===== config.mk =====
export PLATFORM = sky130hd
export DESIGN_NAME = cache_arbiter
export DESIGN_NICKNAME = d
export VERILOG_FILES = /design/src/rtl/cache_arbiter_pkg.sv /design/src/rtl/cache_arbiter_control.sv /design/src/rtl/cache_arbiter.sv
export SDC_FILE = /design/constraint.sdc
export NUM_CORES = 1
export LEC_CHECK = 0
export CAP_MARGIN = 10
export CORE_AREA = 5 5 270 272
export CTS_CLUSTER_DIAMETER = 200
export DETAILED_ROUTE_END_ITERATION = 10
export DIE_AREA = 0 0 275 277
export GPL_ROUTABILITY_DRIVEN = 0
export SLEW_MARGIN = 20
export SYNTH_ARGS = -nofsm -noshare
export SYNTH_HDL_FRONTEND = slang
export SYNTH_SLANG_ARGS = --single-unit
export TNS_END_PERCENT = 100

===== constraint.sdc =====
create_clock -name clk -period 3.24 [get_ports clk]
set_input_delay 0.972 -clock clk [delete_from_list [all_inputs] [get_ports clk]]
set_output_delay 0.972 -clock clk [all_outputs]
set_load 0.03 [all_outputs]

===== src/rtl/cache_arbiter_pkg.sv =====
// Shared types for the LC-3b cache/memory arbitration path (package lc3b_types).
package lc3b_types;

  localparam int LINE_BITS = 128;

  typedef logic [LINE_BITS-1:0] lc3b_line;

  typedef enum logic [1:0] {
    IDLE,
    SERVE_I,
    SERVE_D
  } arb_state_t;

  typedef enum logic {
    GRANT_I,
    GRANT_D
  } arb_grant_t;

endpackage


===== src/rtl/cache_arbiter_control.sv =====
// Grant sequencing for the shared memory port: state register, last_grant
// history and tie-break. Emits registered one-hot serve selects.
// Optional feature: ARB_RR_EN selects round-robin tie-break instead of
// fixed D-cache priority.
module arbiter_control
  import lc3b_types::*;
(
  input  logic clk,
  input  logic reset,
  input  logic i_req,
  input  logic d_req,
  input  logic mem_resp,
  output logic serve_i,
  output logic serve_d
);

  arb_state_t state_q;
  arb_grant_t last_grant_q;
  arb_grant_t tie_pick;

`ifdef ARB_RR_EN
  // Tie-break: hand the port to whichever cache did not get it last time.
  always_comb begin
    tie_pick = (last_grant_q == GRANT_I) ? GRANT_D : GRANT_I;
  end
`else
  // Tie-break: the D-cache miss belongs to the older instruction, so it wins.
  always_comb begin
    tie_pick = GRANT_D;
  end

  // History is still tracked but nothing consumes it in fixed-priority mode.
  logic unused_last_grant;
  assign unused_last_grant = (last_grant_q == GRANT_D);
`endif

  // Grant FSM: pick a requester from IDLE, hold the grant until memory completes.
  always_ff @(posedge clk) begin
    if (reset) begin
      state_q      <= IDLE;
      last_grant_q <= GRANT_I;
      serve_i      <= 1'b0;
      serve_d      <= 1'b0;
    end else begin
      case (state_q)
        IDLE: begin
          if (d_req && (!i_req || tie_pick == GRANT_D)) begin
            state_q      <= SERVE_D;
            last_grant_q <= GRANT_D;
            serve_d      <= 1'b1;
          end else if (i_req) begin
            state_q      <= SERVE_I;
            last_grant_q <= GRANT_I;
            serve_i      <= 1'b1;
          end
        end
        SERVE_I, SERVE_D: begin
          if (mem_resp) begin
            state_q <= IDLE;
            serve_i <= 1'b0;
            serve_d <= 1'b0;
          end
        end
        default: begin
          state_q <= IDLE;
          serve_i <= 1'b0;
          serve_d <= 1'b0;
        end
      endcase
    end
  end

endmodule


===== src/rtl/cache_arbiter.sv =====
// Shares one physical-memory port between the I-cache and D-cache miss paths.
// Forwarded request and routed response are combinational from the grant.
// Optional feature: ARB_RR_EN (round-robin tie-break, see arbiter_control).
module cache_arbiter #(
  parameter int LINE_BITS   = 128,
  parameter int OFFSET_BITS = 4
) (
  input  logic                 clk,
  input  logic                 reset,
  input  logic                 icache_pmem_read,
  input  logic [15:0]          icache_pmem_address,
  output logic [LINE_BITS-1:0] icache_pmem_rdata,
  output logic                 icache_pmem_resp,
  input  logic                 dcache_pmem_read,
  input  logic                 dcache_pmem_write,
  input  logic [15:0]          dcache_pmem_address,
  input  logic [LINE_BITS-1:0] dcache_pmem_wdata,
  output logic [LINE_BITS-1:0] dcache_pmem_rdata,
  output logic                 dcache_pmem_resp,
  output logic                 pmem_read,
  output logic                 pmem_write,
  output logic [15:0]          pmem_address,
  output logic [LINE_BITS-1:0] pmem_wdata,
  input  logic [LINE_BITS-1:0] pmem_rdata,
  input  logic                 pmem_resp
);

  // Line-aligns forwarded addresses.
  localparam logic [15:0] ADDR_MASK = 16'hFFFF << OFFSET_BITS;

  logic serve_i;
  logic serve_d;

  arbiter_control u_ctrl (
    .clk      (clk),
    .reset    (reset),
    .i_req    (icache_pmem_read),
    .d_req    (dcache_pmem_read | dcache_pmem_write),
    .mem_resp (pmem_resp),
    .serve_i  (serve_i),
    .serve_d  (serve_d)
  );

  // Fill data goes to both caches; each only trusts it alongside its own resp.
  assign icache_pmem_rdata = pmem_rdata;
  assign dcache_pmem_rdata = pmem_rdata;
  assign pmem_wdata        = dcache_pmem_wdata;

  // Forward the granted requester's command and route the completion back to it.
  always_comb begin
    pmem_read        = 1'b0;
    pmem_write       = 1'b0;
    pmem_address     = dcache_pmem_address & ADDR_MASK;
    icache_pmem_resp = 1'b0;
    dcache_pmem_resp = 1'b0;
    if (serve_i) begin
      pmem_read        = icache_pmem_read;
      pmem_address     = icache_pmem_address & ADDR_MASK;
      icache_pmem_resp = pmem_resp;
    end else if (serve_d) begin
      // A writeback outranks a fill if the D-cache raises both.
      pmem_write       = dcache_pmem_write;
      pmem_read        = dcache_pmem_read & ~dcache_pmem_write;
      dcache_pmem_resp = pmem_resp;
    end
  end

endmodule


==> flow_summary.json <==
{
  "start_kind": "input pin",
  "grt_start_max_net_pins": 12,
  "ir_drop_uv": 242,
  "wl_per_cell_um": 20.9,
  "synth_most_common_cell": "buf_4",
  "p_leak_uw": 0.000412,
  "clk_pin_slew_worst_paths_ns": 0.03,
  "num_antenna_cells": 0,
  "dr.pass1.iters": 4,
  "powerDensity_nw_per_um2": 200,
  "stdcell_area_um2": 2150,
  "postPlaceCellArea_um2": 2070,
  "worst_pin_slew_ns": 0.526,
  "syn_inst": 430,
  "post_cts_buffers": 0,
  "ant_nets": 0,
  "slew-limit-headroom": 0.649,
  "synth_top_area_cell": "buf_4",
  "ioPinCount": 698,
  "rrSetupSlack_ns": 1.91,
  "path_common_cell": "clkdlybuf4s50_1",
  "grt_pass1_vias": 1272,
  "hold_end": "u_ctrl.state_q[1]",
  "fin_crit_sh": 0.989,
  "cp.required_ns": 2.27,
  "num_vias": 1150,
  "drv_slew": 0,
  "grt_setup_unrepaired": "no",
  "crit_path_end_kind": "output pin",
  "drive_gt1_frac": 0.333,
  "maxClockFrequency_mhz": 312,
  "cts_buffers": 3,
  "crit_chain": "clkdlybuf4s50_1 -> mux2_2 -> clkdlybuf4s50_1",
  "reg2reg_to": "u_ctrl.serve_d",
  "die_h_um": 277,
  "synth_top_area_share": 0.878,
  "grt_pass1_wl_um": 23300,
  "port_buffers": 45,
  "post_cts_resized": 0,
  "hold_class": "flip-flop to flip-flop",
  "hold_depth": 2,
  "cts.sinks": 4,
  "crit_type": "input pin to output pin",
  "setup_viol": 0,
  "core_area_um2": 70500,
  "htreeDepth": 1,
  "area_growth_pct": -35.2,
  "utilization": 0.0305,
  "crit_slowest_cell": "clkdlybuf4s50_1",
  "ys_async_sr_fraction": 0,
  "synth.distinct_cells": 22,
  "maxCapViolations": 0,
  "initial_core_util": 0.0470,
  "setup_tns_ns": 0,
  "drc": 0,
  "skew_ns": 0.000486,
  "synth_area_leaders": "buf_4, mux2_2, dfxtp_1, mux2_4, nand3b_1",
  "synth-seq-cells": 4,
  "cpPeakStageDelay_ns": 0.67,
  "drt_iter0_markers": 38,
  "viasPerCell": 1.10,
  "cts_tree": "built",
  "yosysSeqAreaShare": 0.0241,
  "grt_usage": 0.0522,
  "min-delay-start": "u_ctrl.state_q[1]",
  "dp_hpwl_um": 20300,
  "run_status": "complete, no violations",
  "r2r-start": "u_ctrl.state_q[0]",
  "grt_remaining_overflow": 0,
  "synthFlopType": "dfxtp_1",
  "synth_edf_count": 0,
  "dieArea_um2": 76200,
  "cts_hold_buf": 0,
  "clock_latency_ns": 0.22,
  "antenna_found_initial": 1,
  "arrival_ns": 2.23,
  "clock_path_buffers": 2,
  "clockRootBuffer": "clkbuf_16",
  "rows": 98,
  "ff2ff_path_depth": 5,
  "num-nets-final": 390,
  "path_max_fanout": 1,
  "avgSynthCellArea_um2": 7.71,
  "period_needed_ns": 3.20,
  "routed_wl_um": 21800,
  "ys_top_cells_by_count": "buf_4, mux2_2, dfxtp_1, mux2_4",
  "yosysWarnings": 0,
  "syn_area_um2": 3320,
  "hold_violations": 0,
  "fp.dieW_um": 275
}
metrics by stage:
stage	cells	total power (uW)	hold WS [ns]	setup WS (ns)
global placement	1040	240	0.482	0.0382
detailed placement	1040	241	0.488	0.0341
global route	1043	450	0.531	0.0141
finish	1043	429	0.489	0.0368
floorplan	433	1040	0.457	0.479
CTS	1043	440	0.495	0.0315
placed cells by master, fill, tap and decap left out, types with 2 or more instances in the layout:
cell             Yosys  layout
conb_1               1       4
nand3b_1             3       3
mux2_2               8       8
buf_4              388      10
clkbuf_16            0       3
mux2_4               4       4
nand2_1              2       2
nor2_1               3       3
a31oi_1              2       2
clkdlybuf4s50_1      0      32
dfxtp_1              4       4
buf_12               0       5
inv_1                2       2
and3b_1              2       2
cell families after synthesis:
group,synth area share
mux,0.0453
compound gates,0.0121
flops,0.0241
other cells,0.00113
fa+ha+maj,0.00377
buf+inv,0.888
simple gates,0.0253
critical path, delay by kind of cell:
kind	cells	cell delay, ns
buf+inv	2	1.13
mux	1	0.14
power by group:
group | leakage (uW) | internal [uW] | total (uW) | switching [uW]
Clock | 0.0000370 | 158 | 193 | 35.3
Combinational | 0.000343 | 93.7 | 174 | 80.2
Sequential | 0.0000330 | 55.7 | 62.6 | 6.94
Total | 0.000412 | 307 | 429 | 122
layout make-up:
| type | instances | area [um2] |
|---|---|---|
| timing repair buffer | 47 | 495 |
| inverter | 2 | 7.51 |
| sequential | 4 | 80.1 |
| fill | 8399 | 68400 |
| multi-input combinational | 37 | 302 |
| tap | 950 | 1190 |
| clock buffer | 3 | 75.1 |
worst max path at each step:
stage	start	end	slack (ns)	depth (start not counted)
after global placement	icache_pmem_address[11]	pmem_address[11]	0.04	3
final	icache_pmem_address[11]	pmem_address[11]	0.04	3
after floorplan	dcache_pmem_write	pmem_read	0.48	2
after detailed placement	icache_pmem_address[11]	pmem_address[11]	0.03	3
after CTS	icache_pmem_address[11]	pmem_address[11]	0.03	3
after global routing	icache_pmem_address[11]	pmem_address[11]	0.01	3
registers in the layout (all words and copies together) (netlist names):
name / count
u_ctrl.serve_d: 1
u_ctrl.state_q: 2
u_ctrl.serve_i: 1
routing by layer:
metal,global-route usage,share of wire,vias to the layer above
met5,0,0,-
li1,-,-,246
met1,0.0109,0.084,313
met2,0.0788,0.42,372
met3,0.0853,0.37,219
met4,0.0616,0.13,0
Power figures use the tool's default switching activity.
